**config.mk**
```make
export PLATFORM = sky130hd
export DESIGN_NAME = axi_mem_tester_flat
export DESIGN_NICKNAME = d
export VERILOG_FILES = /design/src/rtl/axi_mem_tester_if.sv /design/src/rtl/axi_mem_tester.sv /design/src/flat_wrapper.sv
export SDC_FILE = /design/constraint.sdc
export NUM_CORES = 1
export LEC_CHECK = 0
export BUFFER_PORTS_ARGS = -buffer_cell sky130_fd_sc_hd__buf_2
export CAP_MARGIN = 25
export CORE_AREA = 2 2 496 498
export DETAILED_ROUTE_END_ITERATION = 8
export DIE_AREA = 0 0 498 500
export PLACE_DENSITY = 0.3
export SKIP_CTS_REPAIR_TIMING = 1
export SKIP_LAST_GASP = 1
export SYNTH_ARGS = -nofsm -noshare
export SYNTH_HDL_FRONTEND = slang
export SYNTH_SLANG_ARGS = --single-unit
```
**constraint.sdc**
```tcl
create_clock -name clk -period 5.9 [get_ports clk]
set_clock_uncertainty 0.05 [all_clocks]
set_input_delay 0.295 -clock clk [delete_from_list [all_inputs] [get_ports clk]]
set_output_delay 0.295 -clock clk [all_outputs]
set_load 0.05 [all_outputs]
```
**src/rtl/axi_mem_tester_if.sv**
```systemverilog
`default_nettype none
// +------------------------------------------------------------------+
// | axi_mem_tester_if : AXI4 bus bundle between tester and slave      |
// | Rev 1.0                                                           |
// +------------------------------------------------------------------+
interface axi_mem_tester_if #(
   parameter int DATA_WIDTH = 512,
   parameter int ADDR_WIDTH = 16,
   parameter int STRB_WIDTH = DATA_WIDTH / 8,
   parameter int ID_WIDTH   = 4
) ();
   logic [ID_WIDTH-1:0]   awid;
   logic [ADDR_WIDTH-1:0] awaddr;
   logic [7:0]            awlen;
   logic [2:0]            awsize;
   logic [1:0]            awburst;
   logic                  awlock;
   logic [3:0]            awcache;
   logic [2:0]            awprot;
   logic                  awvalid;
   logic                  awready;

   logic [DATA_WIDTH-1:0] wdata;
   logic [STRB_WIDTH-1:0] wstrb;
   logic                  wlast;
   logic                  wvalid;
   logic                  wready;

   logic [ID_WIDTH-1:0]   bid;
   logic [1:0]            bresp;
   logic                  bvalid;
   logic                  bready;

   logic [ID_WIDTH-1:0]   arid;
   logic [ADDR_WIDTH-1:0] araddr;
   logic [7:0]            arlen;
   logic [2:0]            arsize;
   logic [1:0]            arburst;
   logic                  arlock;
   logic [3:0]            arcache;
   logic [2:0]            arprot;
   logic                  arvalid;
   logic                  arready;

   logic [ID_WIDTH-1:0]   rid;
   logic [DATA_WIDTH-1:0] rdata;
   logic [1:0]            rresp;
   logic                  rlast;
   logic                  rvalid;
   logic                  rready;

   modport master (
      output awid, awaddr, awlen, awsize, awburst, awlock, awcache, awprot, awvalid,
      input  awready,
      output wdata, wstrb, wlast, wvalid,
      input  wready,
      input  bid, bresp, bvalid,
      output bready,
      output arid, araddr, arlen, arsize, arburst, arlock, arcache, arprot, arvalid,
      input  arready,
      input  rid, rdata, rresp, rlast, rvalid,
      output rready
   );

   modport slave (
      input  awid, awaddr, awlen, awsize, awburst, awlock, awcache, awprot, awvalid,
      output awready,
      input  wdata, wstrb, wlast, wvalid,
      output wready,
      output bid, bresp, bvalid,
      input  bready,
      input  arid, araddr, arlen, arsize, arburst, arlock, arcache, arprot, arvalid,
      output arready,
      output rid, rdata, rresp, rlast, rvalid,
      input  rready
   );
endinterface
`default_nettype wire

```
**src/rtl/axi_mem_tester.sv**
```systemverilog
`default_nettype none
// +------------------------------------------------------------------+
// | axi_mem_tester : AXI4 burst write / read-back / compare initiator |
// | Rev 1.0                                                           |
// +------------------------------------------------------------------+
module axi_mem_tester #(
   parameter int DATA_WIDTH = 512,
   parameter int ADDR_WIDTH = 16,
   parameter int STRB_WIDTH = DATA_WIDTH / 8,
   parameter int ID_WIDTH   = 4,
   parameter int BURST_LEN  = 16,
   parameter int NUM_BURSTS = 4
) (
   input  wire logic                  clk,
   input  wire logic                  rst,
   input  wire logic                  start_i,
   input  wire logic [ADDR_WIDTH-1:0] base_addr_i,
   input  wire logic [31:0]           seed_i,
   output logic                       busy_o,
   output logic                       done_o,
   output logic                       pass_o,
   output logic [15:0]                err_count_o,
   output logic [ADDR_WIDTH-1:0]      first_err_addr_o,
   axi_mem_tester_if.master           m_axi
);
   localparam int BEAT_W  = (BURST_LEN > 1) ? $clog2(BURST_LEN) : 1;
   localparam int BURST_W = (NUM_BURSTS > 1) ? $clog2(NUM_BURSTS) : 1;
   localparam int WORDS   = DATA_WIDTH / 32;
   localparam logic [BEAT_W-1:0]     C_LAST_BEAT   = BEAT_W'(BURST_LEN - 1);
   localparam logic [BURST_W-1:0]    C_LAST_BURST  = BURST_W'(NUM_BURSTS - 1);
   localparam logic [ADDR_WIDTH-1:0] C_BURST_BYTES = ADDR_WIDTH'(BURST_LEN * STRB_WIDTH);
   localparam logic [2:0]            C_SIZE        = 3'($clog2(STRB_WIDTH));

   typedef enum logic [2:0] {
      S_IDLE    = 3'd0,
      S_WR_ADDR = 3'd1,
      S_WR_DATA = 3'd2,
      S_WR_RESP = 3'd3,
      S_RD_ADDR = 3'd4,
      S_RD_DATA = 3'd5,
      S_DONE    = 3'd6
   } state_t;

   state_t                state_q, state_d;
   logic [BURST_W-1:0]    burst_q, burst_d;
   logic [BEAT_W-1:0]     beat_q, beat_d;
   logic [ADDR_WIDTH-1:0] addr_q, addr_d;
   logic [ADDR_WIDTH-1:0] base_q, base_d;
   logic [31:0]           seed_q, seed_d;
   logic [31:0]           pat_q, pat_d;
   logic [15:0]           err_cnt_q, err_cnt_d;
   logic [ADDR_WIDTH-1:0] first_err_q, first_err_d;
   logic                  pass_q, pass_d;
   logic                  awvalid_q, awvalid_d;
   logic                  wvalid_q, wvalid_d;
   logic                  arvalid_q, arvalid_d;

   logic                  aw_hs, w_hs, b_hs, ar_hs, r_hs;
   logic                  beat_last, b_err, r_err;
   logic [ADDR_WIDTH-1:0] beat_addr;
   logic [DATA_WIDTH-1:0] exp_data;
   logic                  unused_ids;

   // The same running word drives write data and the read-back compare.
   assign exp_data  = {WORDS{pat_q}};
   assign beat_last = (beat_q == C_LAST_BEAT);
   assign beat_addr = addr_q + (ADDR_WIDTH'(beat_q) << C_SIZE);

   assign aw_hs = awvalid_q && m_axi.awready;
   assign w_hs  = wvalid_q && m_axi.wready;
   assign b_hs  = m_axi.bvalid && m_axi.bready;
   assign ar_hs = arvalid_q && m_axi.arready;
   assign r_hs  = m_axi.rvalid && m_axi.rready;

   assign b_err = b_hs && (m_axi.bresp != 2'b00);
   assign r_err = r_hs && ((m_axi.rresp != 2'b00) || (m_axi.rdata != exp_data) ||
                           (m_axi.rlast != beat_last));

   always_comb begin
      state_d     = state_q;
      burst_d     = burst_q;
      beat_d      = beat_q;
      addr_d      = addr_q;
      base_d      = base_q;
      seed_d      = seed_q;
      pat_d       = pat_q;
      err_cnt_d   = err_cnt_q;
      first_err_d = first_err_q;
      pass_d      = pass_q;
      awvalid_d   = awvalid_q;
      wvalid_d    = wvalid_q;
      arvalid_d   = arvalid_q;

      // A zero count means no error has been captured yet this run.
      if (b_err || r_err) begin
         if (err_cnt_q != 16'hFFFF) err_cnt_d = err_cnt_q + 16'd1;
         if (err_cnt_q == 16'd0)    first_err_d = b_err ? addr_q : beat_addr;
      end

      unique case (state_q)
         S_IDLE: if (start_i) begin
            state_d     = S_WR_ADDR;
            base_d      = base_addr_i;
            seed_d      = seed_i;
            addr_d      = base_addr_i;
            pat_d       = seed_i;
            burst_d     = '0;
            beat_d      = '0;
            err_cnt_d   = '0;
            first_err_d = '0;
            pass_d      = 1'b0;
            awvalid_d   = 1'b1;
         end
         S_WR_ADDR: if (aw_hs) begin
            awvalid_d = 1'b0;
            wvalid_d  = 1'b1;
            beat_d    = '0;
            state_d   = S_WR_DATA;
         end
         S_WR_DATA: if (w_hs) begin
            pat_d = pat_q + 32'd1;
            if (beat_last) begin
               beat_d   = '0;
               wvalid_d = 1'b0;
               state_d  = S_WR_RESP;
            end else begin
               beat_d = beat_q + BEAT_W'(1);
            end
         end
         S_WR_RESP: if (b_hs) begin
            if (burst_q == C_LAST_BURST) begin
               burst_d   = '0;
               addr_d    = base_q;
               pat_d     = seed_q;
               arvalid_d = 1'b1;
               state_d   = S_RD_ADDR;
            end else begin
               burst_d   = burst_q + BURST_W'(1);
               addr_d    = addr_q + C_BURST_BYTES;
               awvalid_d = 1'b1;
               state_d   = S_WR_ADDR;
            end
         end
         S_RD_ADDR: if (ar_hs) begin
            arvalid_d = 1'b0;
            beat_d    = '0;
            state_d   = S_RD_DATA;
         end
         S_RD_DATA: if (r_hs) begin
            pat_d = pat_q + 32'd1;
            if (beat_last) begin
               beat_d = '0;
               if (burst_q == C_LAST_BURST) begin
                  pass_d  = (err_cnt_d == 16'd0);
                  state_d = S_DONE;
               end else begin
                  burst_d   = burst_q + BURST_W'(1);
                  addr_d    = addr_q + C_BURST_BYTES;
                  arvalid_d = 1'b1;
                  state_d   = S_RD_ADDR;
               end
            end else begin
               beat_d = beat_q + BEAT_W'(1);
            end
         end
         S_DONE:  state_d = S_IDLE;
         default: state_d = S_IDLE;
      endcase
   end

   always_ff @(posedge clk) begin
      if (rst) begin
         state_q     <= S_IDLE;
         burst_q     <= '0;
         beat_q      <= '0;
         addr_q      <= '0;
         base_q      <= '0;
         seed_q      <= '0;
         pat_q       <= '0;
         err_cnt_q   <= '0;
         first_err_q <= '0;
         pass_q      <= 1'b0;
         awvalid_q   <= 1'b0;
         wvalid_q    <= 1'b0;
         arvalid_q   <= 1'b0;
      end else begin
         state_q     <= state_d;
         burst_q     <= burst_d;
         beat_q      <= beat_d;
         addr_q      <= addr_d;
         base_q      <= base_d;
         seed_q      <= seed_d;
         pat_q       <= pat_d;
         err_cnt_q   <= err_cnt_d;
         first_err_q <= first_err_d;
         pass_q      <= pass_d;
         awvalid_q   <= awvalid_d;
         wvalid_q    <= wvalid_d;
         arvalid_q   <= arvalid_d;
      end
   end

   assign busy_o           = (state_q != S_IDLE);
   assign done_o           = (state_q == S_DONE);
   assign pass_o           = pass_q;
   assign err_count_o      = err_cnt_q;
   assign first_err_addr_o = first_err_q;

   assign m_axi.awid    = ID_WIDTH'(0);
   assign m_axi.awaddr  = addr_q;
   assign m_axi.awlen   = 8'(BURST_LEN - 1);
   assign m_axi.awsize  = C_SIZE;
   assign m_axi.awburst = 2'b01;
   assign m_axi.awlock  = 1'b0;
   assign m_axi.awcache = 4'b0011;
   assign m_axi.awprot  = 3'b000;
   assign m_axi.awvalid = awvalid_q;

   assign m_axi.wdata   = exp_data;
   assign m_axi.wstrb   = '1;
   assign m_axi.wlast   = wvalid_q && beat_last;
   assign m_axi.wvalid  = wvalid_q;
   assign m_axi.bready  = (state_q == S_WR_RESP);

   assign m_axi.arid    = ID_WIDTH'(0);
   assign m_axi.araddr  = addr_q;
   assign m_axi.arlen   = 8'(BURST_LEN - 1);
   assign m_axi.arsize  = C_SIZE;
   assign m_axi.arburst = 2'b01;
   assign m_axi.arlock  = 1'b0;
   assign m_axi.arcache = 4'b0011;
   assign m_axi.arprot  = 3'b000;
   assign m_axi.arvalid = arvalid_q;
   assign m_axi.rready  = (state_q == S_RD_DATA);

   // Response IDs carry no information with a single outstanding burst.
   assign unused_ids = ^{m_axi.bid, m_axi.rid};
endmodule
`default_nettype wire

```
**src/flat_wrapper.sv**
```systemverilog
// flat-port wrapper written by rule: the top's interface ports become plain ports
module axi_mem_tester_flat 
#(
   parameter int DATA_WIDTH = 512,
   parameter int ADDR_WIDTH = 16,
   parameter int STRB_WIDTH = DATA_WIDTH / 8,
   parameter int ID_WIDTH   = 4,
   parameter int BURST_LEN  = 16,
   parameter int NUM_BURSTS = 4
)
  (clk, rst, start_i, base_addr_i, seed_i, busy_o, done_o, pass_o, err_count_o, first_err_addr_o, m_axi_awid, m_axi_awaddr, m_axi_awlen, m_axi_awsize, m_axi_awburst, m_axi_awlock, m_axi_awcache, m_axi_awprot, m_axi_awvalid, m_axi_awready, m_axi_wdata, m_axi_wstrb, m_axi_wlast, m_axi_wvalid, m_axi_wready, m_axi_bid, m_axi_bresp, m_axi_bvalid, m_axi_bready, m_axi_arid, m_axi_araddr, m_axi_arlen, m_axi_arsize, m_axi_arburst, m_axi_arlock, m_axi_arcache, m_axi_arprot, m_axi_arvalid, m_axi_arready, m_axi_rid, m_axi_rdata, m_axi_rresp, m_axi_rlast, m_axi_rvalid, m_axi_rready);
  axi_mem_tester_if #(.DATA_WIDTH(DATA_WIDTH), .ADDR_WIDTH(ADDR_WIDTH), .STRB_WIDTH(STRB_WIDTH), .ID_WIDTH(ID_WIDTH)) m_axi_i ();
  input  wire logic clk;
  input  wire logic rst;
  input  wire logic start_i;
  input  wire logic [ADDR_WIDTH-1:0] base_addr_i;
  input  wire logic [31:0] seed_i;
  output logic busy_o;
  output logic done_o;
  output logic pass_o;
  output logic [15:0] err_count_o;
  output logic [ADDR_WIDTH-1:0] first_err_addr_o;
  output wire logic [$bits(m_axi_i.awid)-1:0] m_axi_awid;
  output wire logic [$bits(m_axi_i.awaddr)-1:0] m_axi_awaddr;
  output wire logic [$bits(m_axi_i.awlen)-1:0] m_axi_awlen;
  output wire logic [$bits(m_axi_i.awsize)-1:0] m_axi_awsize;
  output wire logic [$bits(m_axi_i.awburst)-1:0] m_axi_awburst;
  output wire logic [$bits(m_axi_i.awlock)-1:0] m_axi_awlock;
  output wire logic [$bits(m_axi_i.awcache)-1:0] m_axi_awcache;
  output wire logic [$bits(m_axi_i.awprot)-1:0] m_axi_awprot;
  output wire logic [$bits(m_axi_i.awvalid)-1:0] m_axi_awvalid;
  input wire logic [$bits(m_axi_i.awready)-1:0] m_axi_awready;
  output wire logic [$bits(m_axi_i.wdata)-1:0] m_axi_wdata;
  output wire logic [$bits(m_axi_i.wstrb)-1:0] m_axi_wstrb;
  output wire logic [$bits(m_axi_i.wlast)-1:0] m_axi_wlast;
  output wire logic [$bits(m_axi_i.wvalid)-1:0] m_axi_wvalid;
  input wire logic [$bits(m_axi_i.wready)-1:0] m_axi_wready;
  input wire logic [$bits(m_axi_i.bid)-1:0] m_axi_bid;
  input wire logic [$bits(m_axi_i.bresp)-1:0] m_axi_bresp;
  input wire logic [$bits(m_axi_i.bvalid)-1:0] m_axi_bvalid;
  output wire logic [$bits(m_axi_i.bready)-1:0] m_axi_bready;
  output wire logic [$bits(m_axi_i.arid)-1:0] m_axi_arid;
  output wire logic [$bits(m_axi_i.araddr)-1:0] m_axi_araddr;
  output wire logic [$bits(m_axi_i.arlen)-1:0] m_axi_arlen;
  output wire logic [$bits(m_axi_i.arsize)-1:0] m_axi_arsize;
  output wire logic [$bits(m_axi_i.arburst)-1:0] m_axi_arburst;
  output wire logic [$bits(m_axi_i.arlock)-1:0] m_axi_arlock;
  output wire logic [$bits(m_axi_i.arcache)-1:0] m_axi_arcache;
  output wire logic [$bits(m_axi_i.arprot)-1:0] m_axi_arprot;
  output wire logic [$bits(m_axi_i.arvalid)-1:0] m_axi_arvalid;
  input wire logic [$bits(m_axi_i.arready)-1:0] m_axi_arready;
  input wire logic [$bits(m_axi_i.rid)-1:0] m_axi_rid;
  input wire logic [$bits(m_axi_i.rdata)-1:0] m_axi_rdata;
  input wire logic [$bits(m_axi_i.rresp)-1:0] m_axi_rresp;
  input wire logic [$bits(m_axi_i.rlast)-1:0] m_axi_rlast;
  input wire logic [$bits(m_axi_i.rvalid)-1:0] m_axi_rvalid;
  output wire logic [$bits(m_axi_i.rready)-1:0] m_axi_rready;
  assign m_axi_awid = m_axi_i.awid;
  assign m_axi_awaddr = m_axi_i.awaddr;
  assign m_axi_awlen = m_axi_i.awlen;
  assign m_axi_awsize = m_axi_i.awsize;
  assign m_axi_awburst = m_axi_i.awburst;
  assign m_axi_awlock = m_axi_i.awlock;
  assign m_axi_awcache = m_axi_i.awcache;
  assign m_axi_awprot = m_axi_i.awprot;
  assign m_axi_awvalid = m_axi_i.awvalid;
  assign m_axi_i.awready = m_axi_awready;
  assign m_axi_wdata = m_axi_i.wdata;
  assign m_axi_wstrb = m_axi_i.wstrb;
  assign m_axi_wlast = m_axi_i.wlast;
  assign m_axi_wvalid = m_axi_i.wvalid;
  assign m_axi_i.wready = m_axi_wready;
  assign m_axi_i.bid = m_axi_bid;
  assign m_axi_i.bresp = m_axi_bresp;
  assign m_axi_i.bvalid = m_axi_bvalid;
  assign m_axi_bready = m_axi_i.bready;
  assign m_axi_arid = m_axi_i.arid;
  assign m_axi_araddr = m_axi_i.araddr;
  assign m_axi_arlen = m_axi_i.arlen;
  assign m_axi_arsize = m_axi_i.arsize;
  assign m_axi_arburst = m_axi_i.arburst;
  assign m_axi_arlock = m_axi_i.arlock;
  assign m_axi_arcache = m_axi_i.arcache;
  assign m_axi_arprot = m_axi_i.arprot;
  assign m_axi_arvalid = m_axi_i.arvalid;
  assign m_axi_i.arready = m_axi_arready;
  assign m_axi_i.rid = m_axi_rid;
  assign m_axi_i.rdata = m_axi_rdata;
  assign m_axi_i.rresp = m_axi_rresp;
  assign m_axi_i.rlast = m_axi_rlast;
  assign m_axi_i.rvalid = m_axi_rvalid;
  assign m_axi_rready = m_axi_i.rready;
  axi_mem_tester #(.DATA_WIDTH(DATA_WIDTH), .ADDR_WIDTH(ADDR_WIDTH), .STRB_WIDTH(STRB_WIDTH), .ID_WIDTH(ID_WIDTH), .BURST_LEN(BURST_LEN), .NUM_BURSTS(NUM_BURSTS)) u_core (.clk(clk), .rst(rst), .start_i(start_i), .base_addr_i(base_addr_i), .seed_i(seed_i), .busy_o(busy_o), .done_o(done_o), .pass_o(pass_o), .err_count_o(err_count_o), .first_err_addr_o(first_err_addr_o), .m_axi(m_axi_i));
endmodule
```
==> flow_metrics.py <==
metrics = {
    "global_routing": {
        "antenna_found_initial": 127,
        "grt_pass1_vias": 18750,
        "overflow": 0,
        "track_usage_pct": 13.67,
        "grt_max_degree": 99,
        "grt_pass1_wl_um": 219100,
    },
    "sta": {
        "fin_setup_tns_ns": 0,
        "worst-slew-pin-transition_ns": 1.068,
        "hold_ws_ns": -0.004947,
        "finalMaxSlewViolations": 0,
        "final-hold-violation-count": 2,
        "grt_setup_unrepaired": "no",
        "maxClockFrequency_mhz": 208.7,
        "max_slew_margin_pct": 28.83,
        "setup_viol": 0,
        "period_share_pct": 81.20,
        "period_needed_ns": 4.791,
    },
    "worst_setup_path": {
        "critical_path_class": "reg2reg",
        "path_cells": "buf_4 -> nand4_1 -> o21ai_0 -> and4_1 -> nand4_1 -> or4_1 -> and4b_1 -> buf_4 -> a31oi_4 -> nand2_1 -> nor4_1 -> o32ai_1 -> o21ai_1",
        "critPathCapture": "u_core.pass_o$_SDFFE_PP0P_",
        "cp-startpoint": "u_core.pat_q[15]$_SDFFE_PP0P_",
        "cp_slowest_cell": "dfxtp_2",
        "crit_path_max_fanout": 21,
        "critPathRequiredTime_ns": 6.24,
        "r2r_end": "u_core.pass_o$_SDFFE_PP0P_",
        "cpPeakStageDelay_ns": 0.81,
        "crit_path_start_kind": "flip-flop",
        "reg2reg_depth": 13,
        "crit_arrival_ns": 5.13,
        "r2r_setup_slack_ns": 1.11,
        "r2r_start": "u_core.pat_q[15]$_SDFFE_PP0P_",
        "cp-end-kind": "flip-flop",
    },
    "routing": {
        "dr.pass1.iters": 6,
        "wl_um": 178800,
        "drc": 0,
        "via_per_inst": 3.282,
        "drtAntennaViolNets": 0,
        "initialDrtViolationCount": 1759,
        "wire_per_inst_um": 28.04,
        "vias": 20930,
    },
    "logic_synthesis": {
        "netlist_instances": 2415,
        "syn_area_um2": 17210,
        "ys_async_sr_fraction_pct": 0,
        "yosysUniqueCellTypes": 71,
        "synth_edf_count": 0,
        "synth_flop_cell": "dfxtp_1",
        "synth-seq-cells": 141,
        "ys_warn_count": 0,
        "avgSynthCellArea_um2": 7.126,
        "synth_top_area_share_pct": 26.78,
        "synth_area_leaders": "buf_4 27%, dfxtp_1 16%, a21oi_1 4.5%, xor2_1 4.1%, nor2_1 4.0%",
        "yosysTopAreaCell": "buf_4",
        "ys_seq_area_share_pct": 16.40,
    },
    "finish": {
        "fin_area_um2": 24380,
        "fin_cells": 6378,
        "layout.nets": 3702,
        "area_growth_pct": 41.69,
        "drive_above_1_share_pct": 43.58,
        "fillCellCount": 28850,
    },
    "pwr": {
        "ir_drop_mv": 0.2730,
        "p_total_mw": 11.85,
        "power_per_cell_area_nw_per_um2": 486.0,
        "total_leakage_power_nw": 10.88,
    },
    "clock_network": {
        "cts.sinks": 141,
        "insertion_delay_ns": 0.51,
        "cts_tree": "done",
        "clk_pin_slew_ns": 0.07,
        "cts-root-buf": "clkbuf_16",
        "cts-buffers-inserted": 17,
        "clock_path_buffers": 2,
        "htree_levels": 4,
    },
    "outcome": {
        "violations": "hold timing",
        "status": "finished, violations left",
    },
    "worst_hold_path": {
        "hold_class": "in2reg",
        "min_from": "seed_i[17]",
    },
    "floorplan": {
        "dieArea_um2": 249000,
        "fp-row-count": 182,
        "die_w_um": 498,
        "start_util_pct": 7.044,
        "coreArea_um2": 244300,
        "chipHeight_um": 500,
        "io_pins": 1280,
    },
    "place": {
        "dp.cells": 6267,
        "dpl-instance-area_um2": 23260,
        "gp_congestion": 0.8948,
        "hpwl_um": 153300,
        "port_buffers": 1157,
    },
    "job": {
        "drv_cap": 0,
    },
}
## cell type report
cell class	instances	area [um^2]	area share, %
diodes	35	87.58	0.3592
clock buffers	17	425.4	1.745
clock inverters	15	171.4	0.7030
inverters	48	180.2	0.7389
multi-input cells	1594	9554	39.18
flip-flops and latches	141	2888	11.84
well taps	3220	4029	16.52
repair buffers	1308	7049	28.91
## state kept, by name, summed over array words and instances (netlist names)
signal,count
u_core.m_axi.wvalid,1
u_core.burst_q,2
u_core.beat_q,4
u_core.err_count_o,16
u_core.pat_q,32
u_core.m_axi.arvalid,1
u_core.seed_q,32
u_core.m_axi.araddr,16
u_core.pass_o,1
u_core.state_q,3
u_core.first_err_addr_o,16
u_core.base_q,16
u_core.m_axi.awvalid,1
## through the flow
| step | hold WS, ns | util, % | setup slack [ns] |
|---|---|---|---|
| after detailed placement | 0.3966 | 9.519 | 1.084 |
| final | -0.004947 | 9.980 | 1.109 |
| after CTS | -0.07870 | 9.764 | 1.055 |
| after floorplan | 0.3810 | - | 2.194 |
| after global placement | 0.3924 | 9.519 | 0.9907 |
| after global routing | 0.006201 | 9.953 | 0.8616 |
## power by group
part	switching, mW	internal (mW)	total (mW)
sequential	0.673	1.14	1.81
clock	0.577	0.637	1.21
combinational	7.05	1.77	8.82
total	8.30	3.55	11.9
## critical path: cells and delay by family, from the launching register on
family          cells  cell delay, ns
buf+inv             2            0.60
compound gates      4            1.04
simple gates        7            2.11
flops               1            0.81
## per-layer routing
metal  wire, um  GRT usage [%]  vias up
li1           -              -     9241
met1      74540          16.46    10060
met2      85770          23.50     1284
met3      12380          3.814      270
met4       5617          4.011       82
met5        540              0        -
## worst min path at each step
stage	end	depth (start not counted)	slack, ns
finish	u_core.seed_q[17]$_SDFFE_PP0P_	3	-0.005
CTS	u_core.seed_q[23]$_SDFFE_PP0P_	3	-0.08
global route	u_core.seed_q[4]$_SDFFE_PP0P_	3	0.006
floorplan	u_core.base_q[0]$_SDFFE_PP0P_	2	0.38
detailed placement	u_core.seed_q[11]$_SDFFE_PP0P_	2	0.40
global placement	u_core.seed_q[10]$_SDFFE_PP0P_	2	0.39
## synthesized netlist by cell type, drive strengths merged, types with 5 or more instances
cell type	number
a2111oi	29
a211oi	25
a21oi	155
a221o	5
a221oi	14
a222oi	9
a22o	17
a22oi	38
a311oi	6
a31oi	21
and2	14
and3	44
and4	5
buf	666
clkbuf	78
dfxtp	141
ha	10
inv	44
mux2i	27
nand2	181
nand2b	30
nand3	66
nand4	39
nor2	184
nor2b	26
nor3	73
nor3b	6
nor4	51
o2111ai	22
o21ai	74
o221ai	6
o22ai	43
o2bb2ai	21
or3	26
or4	10
xnor2	77
xor2	81
## cell families after synthesis
| kind of cell | Yosys count | share of synthesized area (%) |
|---|---|---|
| AND/OR/NAND/NOR | 763 | 21.78 |
| other | 2 | 0.04364 |
| flip-flops | 141 | 16.40 |
| multiplexers | 30 | 1.767 |
| XOR/XNOR | 158 | 8.041 |
| adder cells (fa/ha/maj) | 11 | 0.8433 |
| AO/OA/AOI/OAI | 518 | 20.15 |
| buffers and inverters | 792 | 30.98 |
## cell usage in the layout, fill, tap and decap left out, types with 27 or more instances in the layout
cell,instances
dfxtp_1,109
xor2_1,81
nor2_1,180
nand2b_1,30
nor4_1,48
conb_1,114
nor3_1,71
inv_1,40
buf_2,1156
diode_2,35
nand3_1,66
a22oi_1,38
mux2i_1,27
o21ai_0,71
xnor2_1,77
and3_1,44
dlygate4sd3_1,44
buf_4,107
o22ai_1,43
nand2_1,180
nand4_1,39
a21oi_1,154
No activity file was read; power rests on OpenSTA's default activity.
